## src/rtl/calc_core_param_if.sv

```systemverilog
// Keypad-side command strobe plus display, status and state-debug outputs of the calculator core.
interface calc_core_param_if #(
    parameter int NUM_DIGITS = 8
);
    logic [3:0]                 cmd;
    logic                       cmd_valid;
    logic [NUM_DIGITS-1:0][6:0] displays;
    logic [1:0]                 status;
    logic [2:0]                 EA;
    logic [2:0]                 PE;

    modport master (output cmd, cmd_valid, input displays, status, EA, PE);
    modport slave  (input cmd, cmd_valid, output displays, status, EA, PE);
endinterface

```

## src/rtl/calc_core_param.sv

```systemverilog
// Signed decimal calculator core: BCD entry, add/sub/shift-add multiply, double-dabble to 7-segment digits.
module calc_core_param #(
    parameter int NUM_DIGITS = 8,
    parameter int DATA_W     = 32
) (
    input logic              clock,
    input logic              reset,
    calc_core_param_if.slave bus
);
    localparam int PW = 2 * DATA_W;
    localparam int BW = 4 * NUM_DIGITS;
    localparam int CW = $clog2(DATA_W + 1);
    localparam int NW = $clog2(NUM_DIGITS + 1);

    typedef enum logic [2:0] {
        ENT_A = 3'd0, ENT_B = 3'd1, CALC = 3'd2, CONV = 3'd3, SHOW = 3'd4, ERR = 3'd5
    } state_t;
    typedef enum logic [1:0] {OP_ADD = 2'd0, OP_SUB = 2'd1, OP_MUL = 2'd2} op_t;
    typedef logic [NUM_DIGITS-1:0][6:0] disp_t;

    function automatic logic signed [PW-1:0] pow10(input int n);
        logic signed [PW-1:0] r;
        r = PW'(1);
        for (int i = 0; i < n; i++) r = r * PW'(10);
        return r;
    endfunction

    localparam logic signed [PW-1:0] MAXP = pow10(NUM_DIGITS) - PW'(1);
    localparam logic signed [PW-1:0] MAXN = pow10(NUM_DIGITS - 1) - PW'(1);
    localparam disp_t DISP_ZERO = {{((NUM_DIGITS - 1) * 7){1'b0}}, 7'h3F};
    localparam disp_t DISP_ERR  = {{((NUM_DIGITS - 1) * 7){1'b0}}, 7'h79};

    function automatic logic [6:0] seg7(input logic [3:0] d);
        logic [6:0] s;
        case (d)
            4'd0:    s = 7'h3F;
            4'd1:    s = 7'h06;
            4'd2:    s = 7'h5B;
            4'd3:    s = 7'h4F;
            4'd4:    s = 7'h66;
            4'd5:    s = 7'h6D;
            4'd6:    s = 7'h7D;
            4'd7:    s = 7'h07;
            4'd8:    s = 7'h7F;
            4'd9:    s = 7'h6F;
            default: s = 7'h00;
        endcase
        return s;
    endfunction

    // Right-aligned magnitude, leading zeros blank, optional '-' just left of the MS digit.
    function automatic disp_t fmt(input logic [BW-1:0] dig, input logic minus);
        disp_t r;
        int    n;
        n = 1;
        for (int i = 0; i < NUM_DIGITS; i++)
            if (dig[4*i +: 4] != 4'd0) n = i + 1;
        for (int i = 0; i < NUM_DIGITS; i++) begin
            if (i < n)                r[i] = seg7(dig[4*i +: 4]);
            else if (minus && i == n) r[i] = 7'h40;
            else                      r[i] = 7'h00;
        end
        return r;
    endfunction

    function automatic logic signed [DATA_W-1:0] bcd2bin(input logic [BW-1:0] d);
        logic signed [DATA_W-1:0] r;
        r = '0;
        for (int i = NUM_DIGITS - 1; i >= 0; i--)
            r = r * DATA_W'(10) + DATA_W'(d[4*i +: 4]);
        return r;
    endfunction

    function automatic logic [BW-1:0] dabble_adj(input logic [BW-1:0] d);
        logic [BW-1:0] r;
        r = d;
        for (int i = 0; i < NUM_DIGITS; i++)
            if (d[4*i +: 4] >= 4'd5) r[4*i +: 4] = d[4*i +: 4] + 4'd3;
        return r;
    endfunction

    function automatic logic out_of_range(input logic signed [PW-1:0] v);
        return (v > MAXP) || (v < -MAXN);
    endfunction

    state_t                   state, state_nxt;
    op_t                      op, op_cmd;
    logic signed [DATA_W-1:0] a_reg, res_reg, entry_val;
    logic        [DATA_W-1:0] b_reg, mag;
    logic signed [PW-1:0]     mcand, prod, a_ext, b_ext, sum_val, mul_val, calc_val;
    logic        [BW-1:0]     ent_bcd, ent_ins, conv_bcd;
    logic        [NW-1:0]     ent_cnt;
    logic        [CW-1:0]     cyc;
    logic                     neg;
    disp_t                    disp;
    logic        [1:0]        status_r;
    logic is_digit, is_op, is_bsp, is_eq, is_clr, ins_ok, calc_done, conv_done;

    always_comb begin
        is_digit = bus.cmd_valid && (bus.cmd <= 4'd9);
        is_op    = bus.cmd_valid && (bus.cmd >= 4'd10) && (bus.cmd <= 4'd12);
        is_bsp   = bus.cmd_valid && (bus.cmd == 4'd13);
        is_eq    = bus.cmd_valid && (bus.cmd == 4'd14);
        is_clr   = bus.cmd_valid && (bus.cmd == 4'd15);
        case (bus.cmd[1:0])
            2'b11:   op_cmd = OP_SUB;
            2'b00:   op_cmd = OP_MUL;
            default: op_cmd = OP_ADD;
        endcase
        // A leading zero never occupies a buffer slot.
        ins_ok    = is_digit && (ent_cnt != NW'(NUM_DIGITS)) && !((ent_cnt == '0) && (bus.cmd == 4'd0));
        ent_ins   = {ent_bcd[BW-5:0], bus.cmd};
        entry_val = bcd2bin(ent_bcd);
        a_ext     = {{DATA_W{a_reg[DATA_W-1]}}, a_reg};
        b_ext     = {{DATA_W{1'b0}}, b_reg};
        sum_val   = (op == OP_SUB) ? a_ext - b_ext : a_ext + b_ext;
        mul_val   = prod + (b_reg[0] ? mcand : '0);
        calc_val  = (op == OP_MUL) ? mul_val : sum_val;
        calc_done = (op != OP_MUL) || (cyc == CW'(DATA_W - 1));
        conv_done = (cyc == CW'(DATA_W));
    end

    always_comb begin
        state_nxt = state;
        if (is_clr) begin
            state_nxt = ENT_A;
        end else begin
            case (state)
                ENT_A:   if (is_op) state_nxt = ENT_B;
                ENT_B:   if (is_eq) state_nxt = CALC;
                CALC:    if (calc_done) state_nxt = out_of_range(calc_val) ? ERR : CONV;
                CONV:    if (conv_done) state_nxt = SHOW;
                SHOW: begin
                    if (is_digit)   state_nxt = ENT_A;
                    else if (is_op) state_nxt = ENT_B;
                end
                ERR:     state_nxt = ERR;
                default: state_nxt = ENT_A;
            endcase
        end
    end

    always_ff @(posedge clock) begin
        if (reset) begin
            state    <= ENT_A;
            status_r <= 2'b00;
        end else begin
            state <= state_nxt;
            case (state_nxt)
                CALC, CONV: status_r <= 2'b01;
                ERR:        status_r <= 2'b10;
                default:    status_r <= 2'b00;
            endcase
        end
    end

    always_ff @(posedge clock) begin
        if (reset || is_clr) begin
            a_reg   <= '0;
            b_reg   <= '0;
            op      <= OP_ADD;
            ent_bcd <= '0;
            ent_cnt <= '0;
            disp    <= DISP_ZERO;
        end else begin
            case (state)
                ENT_A, ENT_B, SHOW: begin
                    if (is_digit) begin
                        if (ins_ok) begin
                            ent_bcd <= ent_ins;
                            ent_cnt <= ent_cnt + NW'(1);
                        end
                        if (ins_ok || state == SHOW) disp <= fmt(ent_ins, 1'b0);
                    end else if (is_bsp && state != SHOW && ent_cnt != '0) begin
                        ent_bcd <= {4'd0, ent_bcd[BW-1:4]};
                        ent_cnt <= ent_cnt - NW'(1);
                        disp    <= fmt({4'd0, ent_bcd[BW-1:4]}, 1'b0);
                    end else if (is_op && (state != ENT_B || ent_cnt == '0)) begin
                        op <= op_cmd;
                        if (state != ENT_B) begin
                            a_reg   <= (state == SHOW) ? res_reg : entry_val;
                            ent_bcd <= '0;
                            ent_cnt <= '0;
                            disp    <= DISP_ZERO;
                        end
                    end else if (is_eq && state == ENT_B) begin
                        b_reg <= entry_val;
                        mcand <= a_ext;
                        prod  <= '0;
                        cyc   <= '0;
                    end
                end
                // Multiplier bits are consumed LSB first from b_reg; the final partial sum is folded into calc_val.
                CALC: begin
                    if (!calc_done) begin
                        prod  <= mul_val;
                        mcand <= mcand <<< 1;
                        b_reg <= b_reg >> 1;
                        cyc   <= cyc + CW'(1);
                    end else if (out_of_range(calc_val)) begin
                        disp <= DISP_ERR;
                    end else begin
                        res_reg  <= DATA_W'(calc_val);
                        mag      <= calc_val[PW-1] ? DATA_W'(-calc_val) : DATA_W'(calc_val);
                        neg      <= calc_val[PW-1];
                        conv_bcd <= '0;
                        cyc      <= '0;
                    end
                end
                CONV: begin
                    if (!conv_done) begin
                        {conv_bcd, mag} <= {dabble_adj(conv_bcd), mag} << 1;
                        cyc             <= cyc + CW'(1);
                    end else begin
                        disp    <= fmt(conv_bcd, neg);
                        ent_bcd <= '0;
                        ent_cnt <= '0;
                    end
                end
                default: ;
            endcase
        end
    end

    assign bus.displays = disp;
    assign bus.status   = status_r;
    assign bus.EA       = state;
    assign bus.PE       = state_nxt;
endmodule
```

## src/flat_wrapper.sv

```systemverilog
// flat-port wrapper written by rule: the top's interface ports become plain ports
module calc_core_param_flat 
#(
    parameter int NUM_DIGITS = 8,
    parameter int DATA_W     = 32
)
  (clock, reset, bus_cmd, bus_cmd_valid, bus_displays, bus_status, bus_EA, bus_PE);
  calc_core_param_if #(.NUM_DIGITS(NUM_DIGITS)) bus_i ();
  input logic clock;
  input logic reset;
  input wire logic [$bits(bus_i.cmd)-1:0] bus_cmd;
  input wire logic [$bits(bus_i.cmd_valid)-1:0] bus_cmd_valid;
  output wire logic [$bits(bus_i.displays)-1:0] bus_displays;
  output wire logic [$bits(bus_i.status)-1:0] bus_status;
  output wire logic [$bits(bus_i.EA)-1:0] bus_EA;
  output wire logic [$bits(bus_i.PE)-1:0] bus_PE;
  assign bus_i.cmd = bus_cmd;
  assign bus_i.cmd_valid = bus_cmd_valid;
  assign bus_displays = bus_i.displays;
  assign bus_status = bus_i.status;
  assign bus_EA = bus_i.EA;
  assign bus_PE = bus_i.PE;
  calc_core_param #(.NUM_DIGITS(NUM_DIGITS), .DATA_W(DATA_W)) u_core (.clock(clock), .reset(reset), .bus(bus_i));
endmodule
```

## config.mk

```make
export PLATFORM = sky130hd
export DESIGN_NAME = calc_core_param_flat
export DESIGN_NICKNAME = d
export VERILOG_FILES = /design/src/rtl/calc_core_param_if.sv /design/src/rtl/calc_core_param.sv /design/src/flat_wrapper.sv
export SDC_FILE = /design/constraint.sdc
export NUM_CORES = 2
export LEC_CHECK = 0
export BUFFER_PORTS_ARGS = -buffer_cell sky130_fd_sc_hd__clkbuf_2
export CORE_ASPECT_RATIO = 0.5
export CORE_MARGIN = 2
export CORE_UTILIZATION = 50
export DETAILED_ROUTE_END_ITERATION = 6
export PLACE_DENSITY = 0.68
export SLEW_MARGIN = 25
export SYNTH_ARGS = -nofsm -noshare
export SYNTH_HDL_FRONTEND = slang
export SYNTH_SLANG_ARGS = --single-unit
```

## constraint.sdc

```tcl
create_clock -name clock -period 27.3 [get_ports clock]
set_input_delay 1.365 -clock clock [delete_from_list [all_inputs] [get_ports clock]]
set_output_delay 1.365 -clock clock [all_outputs]
set_load 0.005 [all_outputs]
```

# Word-level counts from Yosys, hierarchy flattened
# Memories as Yosys holds them, arrays and structs flattened. A register that Yosys moved wholly into a read port is not among the register bits.
# Index checks and enable logic that the tools add are counted.
dict set report op_classes {
  add_sub_neg 22
  multipliers 7
  n_lt_le_gt_ge 37
  n_eq_ne 42
  n_mux 179
  bitwise_logic 4
  n_reduce_logical 63
}
# operator count
set op_table {}
lappend op_table {{32-bit two-way mux} 30}
lappend op_table {{64-bit two-way mux} 13}
lappend op_table {{56-bit two-way mux} 8}
lappend op_table {{4-bit by 32-bit less-than comparator with 1-bit output (first input constant)} 12}
lappend op_table {{32-bit case mux with 2 select lines} 4}
lappend op_table {{64-bit case mux with 2 select lines} 2}
lappend op_table {{32-bit by 4-bit adder with 32-bit output} 7}
lappend op_table {{7-bit two-way mux} 31}
lappend op_table {{4-bit two-way mux} 51}
lappend op_table {{3-bit by 32-bit less-than comparator with 1-bit output (first input constant)} 6}
lappend op_table {{32-bit by 3-bit multiplier with 31-bit output (second input constant)} 6}
lappend op_table {{56-bit case mux with 3 select lines} 1}
lappend op_table {{4-bit by 32-bit == test with 1-bit output (first input constant)} 4}
lappend op_table {{1-bit by 32-bit less-than comparator with 1-bit output (first input constant)} 3}
lappend op_table {{2-bit by 32-bit less-than comparator with 1-bit output (first input constant)} 3}
lappend op_table {{64-bit adder} 1}
lappend op_table {{3-bit by 32-bit == test with 1-bit output (first input constant)} 2}
lappend op_table {{64-bit by 28-bit greater-than comparator with 1-bit output (second input constant)} 1}
lappend op_table {{64-bit by 25-bit less-than comparator with 1-bit output (second input constant)} 1}
lappend op_table {{4-bit nonzero test} 16}
lappend op_table {{3-bit two-way mux} 20}
lappend op_table {{6-bit two-way mux} 8}
lappend op_table {{32-bit by 33-bit adder with 34-bit output} 1}
lappend op_table {{32-bit by 33-bit subtractor with 34-bit output} 1}
lappend op_table {{other kinds (47)} 122}
dict set report word_totals {
  ff_bits 394
  romBits 2576
  inputBits 7
  memories 23
}
# name words width rd rd_ports_with_merged_regs write_ports line
set mem_list {}
lappend mem_list {{(no name shown)} 16 7 1 0 0 calc_core_param.sv:35} ;# case (d)
lappend mem_list {{(no name shown)} 16 7 1 1 0 calc_core_param.sv:35}
lappend mem_list {{(no name shown)} 16 7 1 1 0 calc_core_param.sv:35}
lappend mem_list {{(no name shown)} 16 7 1 1 0 calc_core_param.sv:35}
lappend mem_list {{(no name shown)} 16 7 1 1 0 calc_core_param.sv:35}
lappend mem_list {{(no name shown)} 16 7 1 1 0 calc_core_param.sv:35}
lappend mem_list {{+17 memories} n/a n/a n/a n/a n/a n/a}

# Longest topological paths before layout
dict set report depth {
  ltp_word 19
  mapped_depth 67
  depth_no_buf 67
}

# Worst setup path before layout
# OpenSTA, ideal clock, no wires.
dict set report synth_timing {
  kind {reg-to-reg}
  start {register u_core.ent_bcd[31]}
  end {register u_core.b_reg[31]}
  arrival_ns 13.758
  required_ns 27.229
  slack_ns 13.471
  path_stages_with_launch 63
  synth_period_minus_slack_ns 13.829
  cell_sequence {dfxtp_1 > ha_1 > ha_1 > inv_1 > fa_1 > nor3b_1 > xnor2_1 > ha_1 > ha_1 > inv_1 > o21bai_1 > a21oi_1 > xnor2_1 > inv_1 > nor3_1 > xnor2_1 > inv_1 > ha_1 > (+27 left out) > nor3_1 > xor2_1 > or3b_2 > nor2_1 > xnor2_1 > ha_1 > ha_1 > or2_2 > o311a_1 > nor3_1 > o21bai_1 > a21oi_1 > xor2_1 > nor4_1 > xnor3_1 > xnor3_1 > nand3_1 > a21oi_1}
}
dict set report synth_via {
  elab_chain_len 19
}
# element line
set synth_rtl {}
lappend synth_rtl {{start: declaration} calc_core_param.sv:91} ;# logic [BW-1:0] ent_bcd, ent_ins, conv_bcd;
lappend synth_rtl {{start signal: assignment} calc_core_param.sv:170} ;# ent_bcd <= ent_ins;
lappend synth_rtl {{start signal: assignment} calc_core_param.sv:175} ;# ent_bcd <= {4'd0, ent_bcd[BW-1:4]};
lappend synth_rtl {{4-bit by 3-bit multiplier with 7-bit output} calc_core_param.sv:70} ;# r = r * DATA_W'(10) + DATA_W'(d[4*i +: 4]);
lappend synth_rtl {{32-bit by 4-bit adder with 32-bit output} calc_core_param.sv:70}
lappend synth_rtl {{32-bit by 3-bit multiplier with 31-bit output} calc_core_param.sv:70}
lappend synth_rtl {{32-bit by 4-bit adder with 32-bit output} calc_core_param.sv:70}
lappend synth_rtl {{32-bit by 3-bit multiplier with 31-bit output} calc_core_param.sv:70}
lappend synth_rtl {{32-bit by 4-bit adder with 32-bit output} calc_core_param.sv:70}
lappend synth_rtl {{32-bit by 3-bit multiplier with 31-bit output} calc_core_param.sv:70}
lappend synth_rtl {{32-bit by 4-bit adder with 32-bit output} calc_core_param.sv:70}
lappend synth_rtl {{(+3 left out)} n/a}
lappend synth_rtl {{32-bit by 4-bit adder with 32-bit output} calc_core_param.sv:70}
lappend synth_rtl {{32-bit by 3-bit multiplier with 31-bit output} calc_core_param.sv:70}
lappend synth_rtl {{32-bit by 4-bit adder with 32-bit output} calc_core_param.sv:70}
lappend synth_rtl {{32-bit two-way mux} calc_core_param.sv:186} ;# end else if (is_eq && state == ENT_B) begin
lappend synth_rtl {{32-bit two-way mux} calc_core_param.sv:178} ;# end else if (is_op && (state != ENT_B || ent_cnt == '0)) begin
lappend synth_rtl {{32-bit two-way mux} calc_core_param.sv:174} ;# end else if (is_bsp && state != SHOW && ent_cnt != '0) begin
lappend synth_rtl {{32-bit two-way mux} calc_core_param.sv:168} ;# if (is_digit) begin
lappend synth_rtl {{32-bit case mux with 2 select lines} calc_core_param.sv:166} ;# case (state)
lappend synth_rtl {{end signal: assignment} calc_core_param.sv:187} ;# b_reg <= entry_val;
lappend synth_rtl {{end signal: assignment} calc_core_param.sv:198} ;# b_reg <= b_reg >> 1;
lappend synth_rtl {{end: declaration} calc_core_param.sv:89} ;# logic [DATA_W-1:0] b_reg, mag;
# Every way passes these cells. The select of a mux whose other input is x is not followed.
# A chain may end at the register's enable or synchronous reset.

# Final worst setup path
# Same ends and word-level chain as after synthesis.

==> results by group <==
Critical path
  – Crit start category: register
  – Critical path data required time: 27.86 ns
  – Cell repeated most along the worst path: sky130_fd_sc_hd__ha_1
  – Crit-path slowest cell: sky130_fd_sc_hd__nor4_1
  – Arr. time, crit path: 15.88 ns
  – CP endpoint kind: register
  – Peak fanout along the critical path: 7
  – Crit path largest cell delay: 0.69 ns
  – Startpoint-to-endpoint class of the critical path: register to register

Clock network
  – CTS tree: yes
  – Post-cts repair resize count: 0
  – CTS H-Tree Depth: 2
  – Clock edge transition at the registers on the reported setup and hold paths: 0.07 ns
  – Clk root buf: sky130_fd_sc_hd__clkbuf_16
  – Number of buffers created by CTS: 49
  – Post-CTS Setup Inserts: 0
  – Longest Clk Path Bufs: 3
  – Clock insertion delay at the later pin of the skew report: 0.64 ns
  – CTS Hold Buffers Added: 0
  – Clock sink count: 506

Routing
  – DRT iter0 DRCs: 3210
  – Via density per instance: 6.099
  – Topmost layer with routed signal wires: met4
  – DRC Markers: 0
  – Length of routed met2 wiring: 54820 um
  – Post-detailed-route wirelength per cell: 19.18 um
  – Metal-1 WL: 55800 um
  – Via Count: 38384
  – Met3 Wirelength: 7840 um
  – Residual antenna-violating net count after detailed routing: 0
  – Wire length reported by the detailed router: 120700 um
  – Detailed-router iteration count before antenna repair: 6

Floorplanning
  – Placeable core region: 84170 um^2
  – Die H: 210.6 um
  – Site row count: 75
  – Width of the die: 417.2 um
  – Num ports: 71
  – Die Footprint: 87880 um^2
  – Initial Util: 50.72%

Synthesis
  – Count of synthesis-stage warnings from yosys: 0
  – Post-synth top flop: sky130_fd_sc_hd__dfxtp_1
  – Library cell with the largest summed area after synthesis: sky130_fd_sc_hd__edfxtp_1
  – Proportion of netlist area held by the largest area contributor: 16.25%
  – Flops & latches, synth: 506
  – Synth Area per Inst: 8.232 um^2
  – Dominant cells by area after synthesis: sky130_fd_sc_hd__edfxtp_1 (16%), sky130_fd_sc_hd__ha_1 (14%), sky130_fd_sc_hd__dfxtp_1 (13%), sky130_fd_sc_hd__a21oi_1 (5.5%), sky130_fd_sc_hd__nor2_1 (5.3%)
  – Count of flip-flops with a built-in enable after synthesis: 231
  – Cells after Synth: 5186
  – Cell area after synthesis: 42690 um^2
  – Distinct cell type count of the synthesized netlist: 109
  – Top cells by instance count after synthesis: sky130_fd_sc_hd__nor2_1 (607), sky130_fd_sc_hd__a21oi_1 (469), sky130_fd_sc_hd__nand2_1 (465)
  – Most frequent cell after synthesis: sky130_fd_sc_hd__nor2_1
  – Portion of the post-synthesis area used by sequential elements: 29.14%
  – Share of flip-flops with an asynchronous set or reset after synthesis: 0%

STA
  – Final-layout setup total negative slack: 0 ns
  – Worst relative slew slack: 31.56%
  – Final Skew: 0.03044 ns
  – Max-slew violation total from the final report: 0
  – Clock period minus final worst setup slack: 15.33 ns
  – FMAX: 65.25 MHz
  – Number of setup violations in the final report: 0
  – RSZ-0062 raised after global routing: false
  – Actual transition at the worst max-transition pin: 1.020 ns
  – Post-route fraction of the period consumed by the critical path: 56.14%
  – Count of final hold-check violations: 0

Cells and area
  – Area used by multi-input combinational logic: 28630 um^2
  – Filler cell count in the final layout: 7762
  – Area added between synthesis and finish: 6.823%
  – Combined flip-flop and latch cell area: 12440 um^2
  – Diode insertion count for antenna repair: 0
  – Layout Nets: 5625
  – Fraction of final layout cells with drive strength greater than 1: 5.678%

Placed design
  – Gp weighted congestion: 0.9804
  – Estimated wirelength of the detail-placed design: 92510 um
  – Total of buffers placed on input and output ports: 70

GRT
  – Number of global-route vias before repair: 36081
  – Aggregate global routing overflow: 0
  – Largest net degree at the start of global routing: 98
  – Global-route wire length before repair: 192400 um
  – Total GRT Usage: 26.68%
  – Number of antenna violations at the first check in global routing: 0

Outcome
  – Status: completed

Hold path
  – Path class of the lowest-slack min-delay path: register to register

Run
  – Max-cap violations: 0
-- path summary, 6_finish.rpt --
check	slack, ns	from	depth (start not counted)	to
min	0.50	u_core.bus.displays[43]	2	u_core.bus.displays[43]
min reg2reg	0.50	u_core.bus.displays[43]	2	u_core.bus.displays[43]
max reg2reg	11.98	u_core.ent_bcd[31]	59	u_core.b_reg[31]
max	11.98	u_core.ent_bcd[31]	59	u_core.b_reg[31]
-- kinds of logic after synthesis --
logic type	after synthesis	share of synthesized area, %
muxes	70	1.671
AOI/OAI and AO/OA	1523	23.35
xor gates and xnor gates	353	7.306
DFF	506	29.14
buffers and inverters	446	4.088
and+or+nand+nor	1807	20.09
other	1	0.008784
adders and majority gates	480	14.35
-- metrics by stage --
step	instances	cell area (um^2)	setup WS, ns	util [%]	hold slack, ns
2_1_floorplan	5190	42710	13.47	-	0.4553
6_report	6294	45610	11.98	54.18	0.4972
5_1_grt	6294	45610	10.73	54.18	0.5183
3_3_place_gp	6203	44000	12.38	52.27	0.4806
4_1_cts	6294	45590	11.96	54.16	0.5018
3_5_place_dp	6203	44000	12.06	52.27	0.4932
-- cells in the final DEF, fill, tap and decap left out, drive strengths merged, types with 48 or more instances in the layout --
cell type,synthesis,layout
a21oi,470,470
xnor2,226,226
nand2,467,467
ha,464,464
and2,114,114
nor2b,48,48
nand4,57,57
o21ai,279,279
a211oi,155,155
a22oi,67,67
nor3,120,120
o21a,56,56
inv,229,232
clkbuf,180,140
dfxtp,275,275
edfxtp,231,231
nand3,91,91
mux2i,60,60
nor2,609,609
xor2,125,125
a21o,123,123
nand2b,64,64
-- area by class of cell --
class	instances	area share [%]
Inverter	229	1.896
Clock buffer	70	3.210
Timing Repair Buffer	114	1.492
Sequential cell	506	27.28
Clock inverter	21	0.2853
Multi-Input combinational cell	4238	62.77
Tap cell	1116	3.062
-- layer usage --
| layer | track usage [%] | vias to the layer above |
|---|---|---|
| met1 | 37.49 | 18261 |
| li1 | - | 18774 |
| met5 | 0 | - |
| met2 | 43.89 | 1190 |
| met4 | 5.972 | 0 |
| met3 | 3.284 | 159 |
-- worst max-delay path: cells and delay by family (launching register included) --
family | cells | cell delay [ns]
buffers and inverters | 4 | 0.30
AOI/OAI and AO/OA | 14 | 3.38
xor gates and xnor gates | 13 | 3.44
DFF | 1 | 0.44
adders and majority gates | 15 | 4.82
and+or+nand+nor | 13 | 2.86
Power is not shown: default switching activity piles up to over one toggle a cycle in this logic, so the estimate is an artifact.
